[config.mk]
export PLATFORM = sky130hd
export DESIGN_NAME = key_event_arbiter
export DESIGN_NICKNAME = d
export VERILOG_FILES = /design/src/rtl/key_pkg.sv /design/src/rtl/key_debounce.sv /design/src/rtl/key_event_arbiter.sv
export SDC_FILE = /design/constraint.sdc
export NUM_CORES = 1
export LEC_CHECK = 0
export ABC_CLOCK_PERIOD_IN_PS = 4100
export CORE_MARGIN = 4
export CORE_UTILIZATION = 40
export CTS_BUF_LIST = sky130_fd_sc_hd__clkbuf_8
export DETAILED_ROUTE_END_ITERATION = 12
export PLACE_DENSITY = 0.59
export SLEW_MARGIN = 0
export SYNTH_ARGS = -nofsm -noshare
export SYNTH_HDL_FRONTEND = slang
export SYNTH_HIERARCHICAL = 1
export SYNTH_SLANG_ARGS = --single-unit
[constraint.sdc]
create_clock -name clk -period 4.1 [get_ports clk]
set_input_delay 0.41 -clock clk [delete_from_list [all_inputs] [get_ports clk]]
set_output_delay 0.41 -clock clk [all_outputs]
set_load 0.005 [all_outputs]
[src/rtl/key_pkg.sv]
// Shared types and constants for the key event path.
package key_pkg;

    localparam logic EV_SHORT  = 1'b0;
    localparam logic EV_LONG   = 1'b1;
    localparam int   KEY_IDX_W = 3;

    // One key event: valid flag plus its type (EV_SHORT / EV_LONG).
    typedef struct packed {
        logic valid;
        logic is_long;
    } key_ev_t;

endpackage

[src/rtl/key_debounce.sv]
// Per-key synchronizer, two-sample debounce, press timer and event pulse.
module key_debounce
    import key_pkg::*;
#(
    parameter int LONG_TICKS = 50
) (
    input  logic    clk,
    input  logic    rst_n,
    input  logic    key_in,
    input  logic    tick,
    output logic    key_down,
    output key_ev_t ev
);

    localparam logic [7:0] LONG_T = 8'(LONG_TICKS);

    logic       s1, s2;
    logic       samp;
    logic       armed;
    logic       kd_d;
    logic       long_done;
    logic [7:0] timer;
    logic       press_edge;
    logic       long_fire;
    logic       short_fire;

    // Press/release qualification and single-cycle event pulses.
    always_comb begin
        press_edge = tick && (samp == s2) && s2 && !key_down && armed;
        long_fire  = !long_done && (timer == LONG_T);
        short_fire = kd_d && !key_down && (timer < LONG_T);
        ev.valid   = long_fire || short_fire;
        ev.is_long = long_fire ? EV_LONG : EV_SHORT;
    end

    // Synchronizer, debounce sampling, press timer and long-event latch.
    // A key must first be debounced as released (armed) before a press can
    // register, so a key held through reset is not taken as a fresh press.
    always_ff @(posedge clk or negedge rst_n) begin
        if (!rst_n) begin
            s1        <= 1'b0;
            s2        <= 1'b0;
            samp      <= 1'b0;
            armed     <= 1'b0;
            key_down  <= 1'b0;
            kd_d      <= 1'b0;
            long_done <= 1'b0;
            timer     <= '0;
        end else begin
            s1   <= ~key_in;
            s2   <= s1;
            kd_d <= key_down;
            if (long_fire)
                long_done <= 1'b1;
            if (tick) begin
                samp <= s2;
                if (samp == s2) begin
                    if (!s2)
                        armed <= 1'b1;
                    if ((s2 != key_down) && (armed || !s2))
                        key_down <= s2;
                end
                if (press_edge) begin
                    timer     <= '0;
                    long_done <= 1'b0;
                end else if (key_down && (timer < LONG_T)) begin
                    timer <= timer + 8'd1;
                end
            end
        end
    end

endmodule

[src/rtl/key_event_arbiter.sv]
// Debounced key events, per-key pending slots, round-robin arbitration
// onto a single valid/ready event channel with sticky overflow flags.
module key_event_arbiter
    import key_pkg::*;
#(
    parameter int N_KEYS     = 4,
    parameter int SCAN_DIV   = 1_000_000,
    parameter int LONG_TICKS = 50
) (
    input  logic                 clk,
    input  logic                 rst_n,
    input  logic [N_KEYS-1:0]    key_in,
    output logic                 ev_valid,
    input  logic                 ev_ready,
    output logic [KEY_IDX_W-1:0] ev_key,
    output logic                 ev_long,
    output logic [N_KEYS-1:0]    key_down,
    output logic [N_KEYS-1:0]    ovf,
    input  logic                 ovf_clr
);

    localparam int CNT_W = $clog2(SCAN_DIV);

    logic [CNT_W-1:0]     cnt;
    logic                 tick;
    key_ev_t              ev [N_KEYS];
    logic [N_KEYS-1:0]    slot_v;
    logic [N_KEYS-1:0]    slot_l;
    logic [N_KEYS-1:0]    slot_clr;
    logic [N_KEYS-1:0]    ovf_set;
    logic [KEY_IDX_W-1:0] rr;
    logic [KEY_IDX_W-1:0] grant;
    logic                 gnt_long;
    logic                 any_pend;
    logic                 load;

    assign tick = (cnt == CNT_W'(SCAN_DIV - 1));

    // Scan tick divider shared by all keys.
    always_ff @(posedge clk or negedge rst_n) begin
        if (!rst_n)
            cnt <= '0;
        else if (tick)
            cnt <= '0;
        else
            cnt <= cnt + 1'b1;
    end

    for (genvar k = 0; k < N_KEYS; k++) begin : g_key
        key_debounce #(
            .LONG_TICKS (LONG_TICKS)
        ) u_deb (
            .clk      (clk),
            .rst_n    (rst_n),
            .key_in   (key_in[k]),
            .tick     (tick),
            .key_down (key_down[k]),
            .ev       (ev[k])
        );
    end

    // Round-robin grant: first pending slot searching from rr upward.
    always_comb begin
        grant    = '0;
        gnt_long = 1'b0;
        any_pend = 1'b0;
        for (int unsigned i = 0; i < N_KEYS; i++) begin
            int unsigned idx;
            idx = int'(rr) + i;
            if (idx >= N_KEYS)
                idx = idx - N_KEYS;
            if (!any_pend && slot_v[idx]) begin
                any_pend = 1'b1;
                grant    = KEY_IDX_W'(idx);
                gnt_long = slot_l[idx];
            end
        end
        load = any_pend && (!ev_valid || ev_ready);
    end

    // Slot drain and overflow detection; a slot being loaded this cycle
    // can take a new event without counting as an overflow.
    always_comb begin
        slot_clr = '0;
        ovf_set  = '0;
        for (int unsigned k = 0; k < N_KEYS; k++) begin
            slot_clr[k] = load && (grant == KEY_IDX_W'(k));
            ovf_set[k]  = ev[k].valid && slot_v[k] && !slot_clr[k];
        end
    end

    // Pending slots and sticky overflow flags (set beats clear).
    always_ff @(posedge clk or negedge rst_n) begin
        if (!rst_n) begin
            slot_v <= '0;
            slot_l <= '0;
            ovf    <= '0;
        end else begin
            for (int unsigned k = 0; k < N_KEYS; k++) begin
                if (ev[k].valid) begin
                    slot_v[k] <= 1'b1;
                    slot_l[k] <= ev[k].is_long;
                end else if (slot_clr[k]) begin
                    slot_v[k] <= 1'b0;
                end
            end
            ovf <= (ovf & ~{N_KEYS{ovf_clr}}) | ovf_set;
        end
    end

    // Output register and round-robin pointer update.
    always_ff @(posedge clk or negedge rst_n) begin
        if (!rst_n) begin
            ev_valid <= 1'b0;
            ev_key   <= '0;
            ev_long  <= 1'b0;
            rr       <= '0;
        end else if (load) begin
            ev_valid <= 1'b1;
            ev_key   <= grant;
            ev_long  <= gnt_long;
            if (int'(grant) == N_KEYS - 1)
                rr <= '0;
            else
                rr <= grant + KEY_IDX_W'(1);
        end else if (ev_ready) begin
            ev_valid <= 1'b0;
        end
    end

endmodule

==> results.ini, run 1 <==
[outcome]
result_of_the_run = completed

[detailed_routing]
wire_length_per_cell_after_detailed_routing_um = 13.9
dr_total_vias = 3471
drt_iter0_drc = 142
detail_route.first_pass.iterations = 4
wirelength_um = 9170
antenna_left = 0
viasPerCell = 5.27
drc = 0

[layout]
fraction_of_layout_cells_with_a_size_suffix_above_1_pct = 11.7
syn_to_final_growth_pct = 9.41
num-nets-final = 506
nFillCells = 1201
finalNonFillerCells = 659
post-route-cell-area_sq_um = 5620
antenna_cells_inserted = 0

[global_routing]
grt_pass1_wl_um = 16000
globalRouteTotalUtil_pct = 13.6
grt_max_degree = 78
initial_antenna_violation_count = 0
global_route.usage.met3_pct = 3.82
grt_util_met1_pct = 18.3
grtUsageMet2_pct = 21.2
first_global_vias = 3357
globalRoute.busiestLayer = met2
leftover_overflow_at_the_end_of_global_routing = 0

[floorplanning]
die-width_um = 121
num_io_pins = 21
num_rows = 41
fp.dieArea_sq_um = 14700
initial_standard_cell_utilization_of_the_core_pct = 40.7
design.core.area_sq_um = 12600
die_h_um = 121

[power_and_ir_drop]
internal-power_uw = 1630
areal_power_density_over_the_cells_nw_per_um2 = 421
power.leakage_uw = 0.00266
p_comb_share_pct = 25.8
power.share.clock_pct = 28.1
sequentialPowerShare_pct = 46.2
post_layout_power_uw = 2370
p_switching_uw = 740
vdd_drop_max_mv = 0.207
power_switching_share_pct = 31.3

[sta]
timing_worst_slew_pin_value_ns = 0.974
fin_tns_setup_ns = 0
report.final.hold_viol_count = 0
fin_worst_skew_ns = 0.00885
rsz_0062_raised_after_global_routing = false
finalSetupViolations = 0
final_report_max_slew_violation_count = 0
final.period_utilization_pct = 75.9
final.min_clock_period_ns = 3.11
max_freq_mhz = 321
max-slew-margin-rel_pct = 35.0

[logic_synthesis]
synth-warning-count = 6
yosysTopAreaCell = sky130_fd_sc_hd__dfrtp_1
synth_area_leaders = sky130_fd_sc_hd__dfrtp_1, sky130_fd_sc_hd__ha_1, sky130_fd_sc_hd__mux4_2
gate_count_post_synth = 472
avgSynthCellArea_sq_um = 10.9
yosysTopAreaCellShare_pct = 48.7
post_synth_instance_area_sq_um = 5130
ys_types = 50
yosys_register_bits = 100
postSynth.asyncResetShare_pct = 100
synth_seq_area_share_pct = 48.7
count_of_flip_flops_with_a_built_in_enable_after_synthesis = 0
synth_ff_type = sky130_fd_sc_hd__dfrtp_1
syn_nets = 495

[worst_setup_path]
cp_delay_by_family_top = adder cells
critical_path_arrival_ns = 3.35
critical_path_buf_inv_count = 2
timing.critical_path.required_ns = 4.34
slowest_stage = sky130_fd_sc_hd__dfrtp_1
cpPeakStageDelay_ns = 0.59
worstSetupEndpointType = flip-flop
crit_path_cell_trace = inv_1 > ha_1 > mux4_2 > nor2b_1 > nor2_1 > o31ai_1 > ha_1 > inv_1 > a32oi_1 > o21ai_1
timing_worst_setup_path_type = reg2reg
critical_path.max_fanout = 12
critical_path.startpoint_type = flip-flop

[clock_network]
cts_htree_levels = 3
cts_inserted_buffers = 9
max-clock-path-buffers = 2
hold_buffers = 0
post_cts_resize_count = 0
clkTransAtPathRegs_ns = 0.09
worstSkewPairLatency_ns = 0.37
cts.sinks = 100
cts_tree = done
buffer_cell_driving_the_clock_tree_root = sky130_fd_sc_hd__clkbuf_8
cts_setup_buffers = 0

[placement]
finalWeightedCongestion = 0.763
numPortBuffers = 20
place.detailed.instances = 644
hpwl_um = 6280
dpl-instance-area_sq_um = 5410

[min_path]
worst_hold_class = in2async

[job]
drv_cap = 0

-- power by group through the flow --
stage / Sequential, uW / Combinational (uW) / Clock, uW
after floorplan: 1080 / 503 / 0
after global placement: 1110 / 602 / 0
after detailed placement: 1110 / 619 / 0
after CTS: 1090 / 621 / 690
after global routing: 1100 / 696 / 731
final: 1090 / 610 / 664
-- Yosys cell counts (8+ instances only) --
cell type	instances
sky130_fd_sc_hd__dfrtp_1	100
sky130_fd_sc_hd__buf_4	8
sky130_fd_sc_hd__nand2_1	28
sky130_fd_sc_hd__ha_1	15
sky130_fd_sc_hd__a21o_1	16
sky130_fd_sc_hd__inv_1	34
sky130_fd_sc_hd__mux2_2	9
sky130_fd_sc_hd__clkbuf_1	9
sky130_fd_sc_hd__a31oi_1	20
sky130_fd_sc_hd__xor2_1	10
sky130_fd_sc_hd__mux4_2	8
sky130_fd_sc_hd__nand4_1	9
sky130_fd_sc_hd__o21ai_0	11
sky130_fd_sc_hd__nor2b_1	12
sky130_fd_sc_hd__o21bai_1	8
sky130_fd_sc_hd__nor2_1	39
sky130_fd_sc_hd__nor3b_4	8
sky130_fd_sc_hd__a21oi_1	16
sky130_fd_sc_hd__nand3_1	15
-- layer usage --
layer  wire length (um)  vias to the layer above
met3                256                        8
met4                103                        0
met2               4270                       35
met5                  0                        -
li1                   -                     1713
met1               4540                     1715
-- worst paths after layout --
| kind | startpoint | to | slack, ns | depth (start not counted) |
|---|---|---|---|---|
| setup / recovery | rr[1] | ovf[3] | 0.99 | 10 |
| hold / removal | rst_n | g_key[0].u_deb/timer[5] | 0.15 | 1 |
| setup reg to reg | rr[1] | ovf[3] | 0.99 | 10 |
| hold reg to reg | g_key[0].u_deb/s1 | g_key[0].u_deb/s2 | 0.36 | 0 |
| max in group asynchronous | rst_n | g_key[1].u_deb/s1 | 3.01 | 2 |
| min in group clk | g_key[0].u_deb/s1 | g_key[0].u_deb/s2 | 0.36 | 0 |
-- through the flow --
step           worst slack, ns  hold WS, ns  util [%]
2_1_floorplan            0.716        0.114         -
3_3_place_gp              1.11        0.333      42.9
3_5_place_dp              1.02        0.339      42.9
4_1_cts                   1.01        0.216      44.5
5_1_grt                  0.695        0.261      44.5
6_report                 0.988        0.150      44.5
-- registers in the layout, indices dropped and copies added (netlist names), 4 cells and up --
signal / cells
g_key.u_deb/armed: 4
g_key.u_deb/s1: 4
g_key.u_deb/samp: 4
g_key.u_deb/kd_d: 4
slot_l: 4
g_key.u_deb/s2: 4
g_key.u_deb/key_down: 4
cnt: 20
slot_v: 4
g_key.u_deb/timer: 32
g_key.u_deb/long_done: 4
ovf: 4
-- layout make-up --
class	instances	area, sq um	share of cell area, %
Clock buffer	9	124	2.20
Inverter	34	128	2.27
Clock inverter	6	81.3	1.45
Timing Repair Buffer	25	235	4.19
Sequential cell	100	2500	44.5
Multi-Input combinational cell	313	2330	41.5
Tap cell	172	215	3.83
-- cell families after synthesis --
kind of cell / Yosys count / synth area share (%)
muxes: 20 / 6.07
adders and majority gates: 15 / 3.65
and+or+nand+nor: 152 / 17.3
xor gates and xnor gates: 17 / 2.90
DFF: 100 / 48.7
AOI/OAI and AO/OA: 109 / 15.4
buffers and inverters: 59 / 5.95
-- layout by cell type, fill, tap and decap left out, drive strengths merged, types with 2 or more instances in the layout --
| cell | instances |
|---|---|
| a41oi | 4 |
| nor3b | 8 |
| xor2 | 10 |
| o31ai | 3 |
| clkinv | 2 |
| nand4 | 9 |
| o21ai | 17 |
| nand3 | 15 |
| buf | 6 |
| o311ai | 4 |
| and3 | 10 |
| a41o | 4 |
| and2 | 4 |
| o211ai | 2 |
| a31oi | 20 |
| xnor2 | 7 |
| a32oi | 4 |
| nor2 | 39 |
| mux2i | 3 |
| bufinv | 2 |
| a21oi | 16 |
| inv | 35 |
| a21o | 16 |
| mux2 | 9 |
| ha | 15 |
| clkdlybuf4s50 | 19 |
| dfrtp | 100 |
| nand2 | 28 |
| o21bai | 8 |
| nand2b | 6 |
| a22o | 6 |
| clkbuf | 9 |
| and4 | 6 |
| mux4 | 8 |
| nor4 | 4 |
| nor3 | 6 |
| nor2b | 12 |
Power figures use the tool's default switching activity.
==> inputs of run 2 (changes only) <==
ABC_CLOCK_PERIOD_IN_PS = 3050   (was 4100)
clock period = 3.05 ns   (was 4.1 ns; I/O delays follow)
==> run 2 against run 1 <==
Against the previous run: the run now ends with negative hold slack left; via count rose by 1.6%; total power rose by 27%; final cell count rose by 0.61%.
==> results.ini, run 2 (synthesized netlist as in run 1, its figures left out) <==
[worst_setup_path]
timing_worst_setup_path_type = reg2reg
critical_path.max_fanout = 7  ; -5
rr_endpoint = ovf[3]
worstSetupEndpointType = flip-flop
ff2ff_path_depth = 10  ; unchanged
regToRegSetupSlack_ns = 0.26  ; -0.73 ns
critical_path_arrival_ns = 3.03  ; -0.32 ns
r2r_start = rr[0]
critical_path.startpoint_type = flip-flop
timing.critical_path.required_ns = 3.29  ; -1.05 ns

[layout]
fraction_of_layout_cells_with_a_size_suffix_above_1_pct = 12.8  ; +1.1 points
syn_to_final_growth_pct = 9.31  ; about the same
top_register = g_key.u_deb/timer
layout_commonest_cell = sky130_fd_sc_hd__dfrtp_1
nFillCells = 1197  ; -0.33%
reg_top3 = g_key.u_deb/timer: 32 flops, cnt: 20 flops
largest_register_ff_count = 32  ; unchanged
num-nets-final = 514  ; +1.6%
leading_cell_types_in_the_layout_fill_and_taps_excluded = sky130_fd_sc_hd__dfrtp_1, sky130_fd_sc_hd__nor2_1, sky130_fd_sc_hd__inv_1, sky130_fd_sc_hd__nand2_1, sky130_fd_sc_hd__a31oi_1
antenna_cells_inserted = 0  ; unchanged

[sta]
final.min_clock_period_ns = 2.79  ; -0.318 ns
report.final.hold_viol_count = 23  ; +23
worst_hold_slack_ns = -0.0262  ; -0.176 ns
fin_worst_skew_ns = 0.00599  ; -0.00286 ns
max-slew-margin-rel_pct = 53.7  ; +19 points
max_freq_mhz = 358  ; +11%
timing_worst_slew_pin_value_ns = 0.695  ; -0.279 ns
final_report_max_slew_violation_count = 0  ; unchanged
final.period_utilization_pct = 91.6  ; +16 points
rsz_0062_raised_after_global_routing = false
fin_tns_setup_ns = 0  ; unchanged
finalSetupViolations = 0  ; unchanged

[global_routing]
initial_antenna_violation_count = 0  ; unchanged
first_global_vias = 3532  ; +5.2%
grt_max_degree = 55  ; -29%
leftover_overflow_at_the_end_of_global_routing = 0  ; unchanged
grt_pass1_wl_um = 16800  ; +4.7%
globalRouteTotalUtil_pct = 14.2  ; +0.56 points

[detailed_routing]
drc = 0  ; unchanged
detail_route.first_pass.iterations = 4  ; unchanged
wire_length_per_cell_after_detailed_routing_um = 14.4  ; +3.4%
antenna_left = 0  ; unchanged
dr_total_vias = 3526  ; +1.6%
wirelength_um = 9540  ; +4.0%
drt_iter0_drc = 221  ; +56%
viasPerCell = 5.32  ; +0.97%

[floorplanning]
design.core.area_sq_um = 12600  ; unchanged
fp.dieArea_sq_um = 14700  ; unchanged
die_h_um = 121  ; unchanged
num_io_pins = 21  ; unchanged
initial_standard_cell_utilization_of_the_core_pct = 40.7  ; unchanged
die-width_um = 121  ; unchanged
num_rows = 41  ; unchanged

[clock_network]
cts_tree = done
worstSkewPairLatency_ns = 0.36  ; about the same
buffer_cell_driving_the_clock_tree_root = sky130_fd_sc_hd__clkbuf_8
cts.sinks = 100  ; unchanged
cts_inserted_buffers = 9  ; unchanged
clkTransAtPathRegs_ns = 0.08  ; about the same
max-clock-path-buffers = 2  ; unchanged
cts_htree_levels = 3  ; unchanged

[placement]
hpwl_um = 6660  ; +6.1%
numPortBuffers = 20  ; unchanged
finalWeightedCongestion = 0.810  ; +6.1%

[power_and_ir_drop]
power.share.clock_pct = 22.6  ; -5.5 points
power.leakage_uw = 0.00267  ; +0.36%
sequentialPowerShare_pct = 48.3  ; +2.1 points
vdd_drop_max_mv = 0.207  ; +0.17%
areal_power_density_over_the_cells_nw_per_um2 = 537  ; +27%
p_switching_uw = 981  ; +33%
internal-power_uw = 2030  ; +25%
power_switching_share_pct = 32.5  ; +1.3 points
p_comb_share_pct = 29.1  ; +3.3 points

[outcome]
result_of_the_run = complete, but fails checks
violations = negative hold slack

[job]
drv_cap = 0  ; unchanged

[min_path]
worst_hold_class = in2async

==> run 2: stage by stage <==
step           power [uW]  util [%]  instances  cell area, sq um  worst slack, ns
2_1_floorplan        2130         -        472              5140           0.0350
3_3_place_gp         2340      43.4        652              5470            0.289
3_5_place_dp         2350      43.4        652              5470            0.213
4_1_cts              3050      44.4        663              5610            0.197
5_1_grt              3220      44.5        663              5610           0.0115
6_report             3010      44.5        663              5610            0.256
==> run 2: worst max-delay path, stage by stage (launching register included) <==
cell and delay (ns):
sky130_fd_sc_hd__dfrtp_1 0.50, sky130_fd_sc_hd__inv_1 0.10, sky130_fd_sc_hd__ha_1 0.35, sky130_fd_sc_hd__mux4_2 0.36, sky130_fd_sc_hd__or2_1 0.31, sky130_fd_sc_hd__o311a_1 0.38, sky130_fd_sc_hd__inv_1 0.11, sky130_fd_sc_hd__ha_2 0.24
sky130_fd_sc_hd__inv_1 0.05, sky130_fd_sc_hd__a32oi_1 0.17, sky130_fd_sc_hd__o21ai_1 0.08
==> run 2: worst max path at each step <==
| stage | endpoint | cells past startpoint | slack (ns) | from |
|---|---|---|---|---|
| final | ovf[3] | 10 | 0.26 | rr[0] |
| after global routing | ovf[3] | 10 | 0.01 | rr[0] |
| after CTS | ovf[3] | 10 | 0.20 | rr[0] |
| after detailed placement | ovf[3] | 10 | 0.21 | rr[0] |
| after global placement | ovf[3] | 10 | 0.29 | rr[0] |
| after floorplan | ovf[3] | 14 | 0.03 | rr[0] |
==> run 2: cell type report <==
class | instances | area (sq um) | share of cell area, %
Sequential cell | 100 | 2500 | 44.6
Tap cell | 172 | 215 | 3.83
Clock inverter | 2 | 8.76 | 0.156
Timing Repair Buffer | 33 | 295 | 5.26
Inverter | 34 | 128 | 2.27
Multi-Input combinational cell | 313 | 2340 | 41.7
Clock buffer | 9 | 124 | 2.21
==> run 2: repair_timing <==
action	CTS	global route
setup endpoints to repair	0	1
hold buffers	0	0
setup buffers	0	0
resized for setup	0	2
==> run 2: power by group through the flow <==
stage          combinational [uW]  sequential (uW)  clock (uW)
2_1_floorplan                 681             1450           0
3_3_place_gp                  861             1480           0
3_5_place_dp                  870             1480           0
4_1_cts                       875             1450         722
5_1_grt                       983             1470         769
6_report                      878             1450         681
==> run 2: layer usage <==
| layer | GRT usage [%] | part of all wire (%) | vias up |
|---|---|---|---|
| met2 | 21.9 | 46 | 41 |
| li1 | - | - | 1727 |
| met4 | 6.09 | 2.0 | 0 |
| met3 | 2.75 | 2.8 | 14 |
| met1 | 19.4 | 49 | 1744 |
| met5 | 0 | 0 | - |
==> inputs of run 3 (changes only) <==
ABC_AREA = 1   (was default)
CORE_UTILIZATION = 50   (was 40)
PLACE_DENSITY = 0.7   (was 0.59)
==> run 3 against run 2 <==
Against the previous run: the flow still finishes with violations (negative hold slack); total power up 12%; sequential share of layout area down 3.2 points; non-clock buffer count down 8; synthesized cell count up 47%; sequential power about the same; die area down 13%; core utilization up 11 points; via count up 22%; global-route usage up 3.1 points; critical path type unchanged; largest cell class is now multi-input gates; highest routed layer unchanged.
==> results.ini, run 3 <==
[detailed_routing]
wire_length_per_cell_after_detailed_routing_um = 11.8  ; -18%
antenna_left = 0  ; unchanged
wirelength_um = 10200  ; +6.4%
drt_iter0_drc = 334  ; +51%
dr_total_vias = 4287  ; +22%
detail_route.first_pass.iterations = 4  ; unchanged
drc = 0  ; unchanged
viasPerCell = 4.96  ; -6.7%

[placement]
dpl-instance-area_sq_um = 5860  ; +7.1%
numPortBuffers = 20  ; unchanged
hpwl_um = 7620  ; +14%
finalWeightedCongestion = 0.885  ; +9.2%
place.detailed.instances = 848  ; +30%

[sta]
fin_tns_setup_ns = 0  ; unchanged
rsz_0062_raised_after_global_routing = false
fin_worst_skew_ns = 0.00730  ; +0.00131 ns
report.final.hold_viol_count = 18  ; -22%
final.min_clock_period_ns = 2.57  ; -0.226 ns
timing_worst_slew_pin_value_ns = 0.708  ; +0.0124 ns
finalSetupViolations = 0  ; unchanged
max_freq_mhz = 389  ; +8.8%
final_report_max_slew_violation_count = 0  ; unchanged
final.period_utilization_pct = 84.2  ; -7.4 points
max-slew-margin-rel_pct = 52.8  ; -0.83 points
worst_hold_slack_ns = -0.0198  ; +0.00641 ns

[clock_network]
clkTransAtPathRegs_ns = 0.09  ; about the same
hold_buffers = 0  ; unchanged
cts_tree = done
cts.sinks = 100  ; unchanged
worstSkewPairLatency_ns = 0.36  ; about the same
post_cts_resize_count = 0  ; unchanged
cts_setup_buffers = 0  ; unchanged
max-clock-path-buffers = 2  ; unchanged
cts_inserted_buffers = 9  ; unchanged
cts_htree_levels = 3  ; unchanged
buffer_cell_driving_the_clock_tree_root = sky130_fd_sc_hd__clkbuf_8

[global_routing]
first_global_vias = 4189  ; +19%
globalRouteTotalUtil_pct = 17.3  ; +3.1 points
grt_pass1_wl_um = 18500  ; +9.9%
leftover_overflow_at_the_end_of_global_routing = 0  ; unchanged
grt_max_degree = 59  ; +7.3%
initial_antenna_violation_count = 0  ; unchanged

[layout]
fraction_of_layout_cells_with_a_size_suffix_above_1_pct = 12.2  ; -0.68 points
reg_top3 = g_key.u_deb/timer: 32 flops, cnt: 20 flops
num-nets-final = 742  ; +44%
leading_cell_types_in_the_layout_fill_and_taps_excluded = sky130_fd_sc_hd__nand2_1, sky130_fd_sc_hd__dfrtp_1, sky130_fd_sc_hd__inv_1, sky130_fd_sc_hd__nor2_1, sky130_fd_sc_hd__nand3_1
antenna_cells_inserted = 0  ; unchanged
top_register = g_key.u_deb/timer
syn_to_final_growth_pct = 8.75
largest_register_ff_count = 32  ; unchanged
multi_input_comb_area_sq_um = 2550  ; +8.9%
layout_commonest_cell = sky130_fd_sc_hd__nand2_1
finalNonFillerCells = 864  ; +30%
post-route-cell-area_sq_um = 6050  ; +7.7%
nFillCells = 1059  ; -12%
layout.area.seq_sq_um = 2500  ; unchanged
finalCoreUtilization_pct = 55.8  ; +11 points

[floorplanning]
die-width_um = 113  ; -6.5%
num_rows = 38  ; -7.3%
initial_standard_cell_utilization_of_the_core_pct = 51.3  ; +11 points
fp.dieArea_sq_um = 12900  ; -13%
num_io_pins = 21  ; unchanged
die_h_um = 113  ; -6.5%
design.core.area_sq_um = 10800  ; -14%

[logic_synthesis]
ys_types = 32  ; -36%
synth.mux.area_fraction_pct = 0.360  ; -5.7 points
synthAdderAreaFrac_pct = 3.38  ; -0.28 points
count_of_flip_flops_with_a_built_in_enable_after_synthesis = 0  ; unchanged
synth-compound-area-share_pct = 4.28  ; -11 points
postSynth.asyncResetShare_pct = 100  ; unchanged
yosys_register_bits = 100  ; unchanged
syn_nets = 718  ; +45%
yosysTopAreaCell = sky130_fd_sc_hd__dfrtp_1
synth-warning-count = 6  ; unchanged
yosysTopAreaCellShare_pct = 45.0  ; -3.7 points
synth_top_family_by_area = simple AND/OR/NAND/NOR gates
gate_count_post_synth = 695  ; +47%
avgSynthCellArea_sq_um = 8.00  ; -26%
yosys.area_share.xor_xnor_pct = 3.62  ; +0.72 points
synth_seq_area_share_pct = 45.0  ; -3.7 points
synth_ff_type = sky130_fd_sc_hd__dfrtp_1
yosys.area_share.simple_pct = 34.2  ; +17 points
synth_area_leaders = sky130_fd_sc_hd__dfrtp_1, sky130_fd_sc_hd__nand2_1, sky130_fd_sc_hd__inv_1
yosys-top-cells-count = sky130_fd_sc_hd__nand2_1, sky130_fd_sc_hd__dfrtp_1, sky130_fd_sc_hd__inv_1, sky130_fd_sc_hd__nor2_1, sky130_fd_sc_hd__nand3_1
synth.most_common_cell = sky130_fd_sc_hd__nand2_1
post_synth_instance_area_sq_um = 5560  ; +8.3%

[power_and_ir_drop]
power.leakage_uw = 0.00312  ; +17%
areal_power_density_over_the_cells_nw_per_um2 = 560  ; +4.3%
vdd_drop_max_mv = 0.519  ; +150%
post_layout_power_uw = 3390  ; +12%

[outcome]
result_of_the_run = complete, but fails checks
violations = negative hold slack

[worst_setup_path]
critical_path.startpoint_type = flip-flop
timing.critical_path.mode_cell = sky130_fd_sc_hd__nand2_1
worstSetupEndpointType = flip-flop
crit_path_cell_trace = inv_2 > ha_1 > inv_2 > nand3_2 > nand2_4 > nand2_1 > nor2_2 > nand3_1 > nand3_1 > ha_1 > inv_1 > nor2_1 > nand2_1 > nand2_1 > nand2_1
slowest_stage = sky130_fd_sc_hd__dfrtp_1
timing.critical_path.required_ns = 3.31  ; +0.02 ns
cpPeakStageDelay_ns = 0.54  ; +0.04 ns
cp_delay_by_family_top = simple AND/OR/NAND/NOR gates
critical_path.max_fanout = 10  ; +3
critical_path_arrival_ns = 2.83  ; -0.20 ns
timing_worst_setup_path_type = reg2reg
regToRegSetupSlack_ns = 0.48  ; +0.23 ns
critical_path_buf_inv_count = 3  ; unchanged

[min_path]
worst_hold_class = in2async

[job]
drv_cap = 0  ; unchanged

## run 3: layout make-up
class                      instances  area share, %
multi-input combinational        481           42.1
sequential                       100           41.4
inverter                         102           6.46
timing repair buffer              25           4.10
tap                              140           2.90
clock buffer                       9           2.05
clock inverter                     7          0.993
## run 3: power by group
part | total, uW | internal, uW | switching (uW) | leakage (uW)
Clock | 809 | 371 | 438 | 0.000107
Combinational | 1130 | 392 | 741 | 0.00166
Sequential | 1440 | 1380 | 62.3 | 0.00135
Total | 3390 | 2140 | 1240 | 0.00312
## run 3: final timing paths
check | from | endpoint | cells after the start
max | rr[1] | slot_v[3] | 15
min | rst_n | cnt[12] | 1
max reg2reg | rr[1] | slot_v[3] | 15
min reg2reg | g_key[2].u_deb/s1 | g_key[2].u_deb/s2 | 0
max in group asynchronous | rst_n | g_key[2].u_deb/armed | 2
min in group clk | g_key[2].u_deb/s1 | g_key[2].u_deb/s2 | 0
## run 3: stage by stage
step           setup WS, ns  hold WS (ns)
2_1_floorplan         0.886       0.00941
3_3_place_gp          0.606         0.335
3_5_place_dp          0.529         0.335
4_1_cts               0.505       0.00819
5_1_grt               0.303        0.0353
6_report              0.482       -0.0198
## run 3: per-layer routing
metal  track usage, %  up-vias  wire, um
met5                0        -         0
met4             4.33        0        99
met3             3.55        8       309
met2             28.9       59      4880
met1             23.2     2008      4870
li1                 -     2212         -
## run 3: cells by family (layout without fill, tap and decap cells)
kind of cell,count (synthesis),count (layout)
compound gates,45,45
xor+xnor,23,23
fa+ha+maj,15,15
buf+inv,114,143
flops,100,100
mux,2,2
simple gates,396,396
## run 3: worst reg2reg max path: stages, from the launching register on
cell and delay, ns:
sky130_fd_sc_hd__dfrtp_1 0.54, sky130_fd_sc_hd__inv_2 0.14, sky130_fd_sc_hd__ha_1 0.40, sky130_fd_sc_hd__inv_2 0.14
sky130_fd_sc_hd__nand3_2 0.10, sky130_fd_sc_hd__nand2_4 0.11, sky130_fd_sc_hd__nand2_1 0.09, sky130_fd_sc_hd__nor2_2 0.13
sky130_fd_sc_hd__nand3_1 0.10, sky130_fd_sc_hd__nand3_1 0.16, sky130_fd_sc_hd__ha_1 0.17, sky130_fd_sc_hd__inv_1 0.05
sky130_fd_sc_hd__nor2_1 0.09, sky130_fd_sc_hd__nand2_1 0.10, sky130_fd_sc_hd__nand2_1 0.08, sky130_fd_sc_hd__nand2_1 0.05
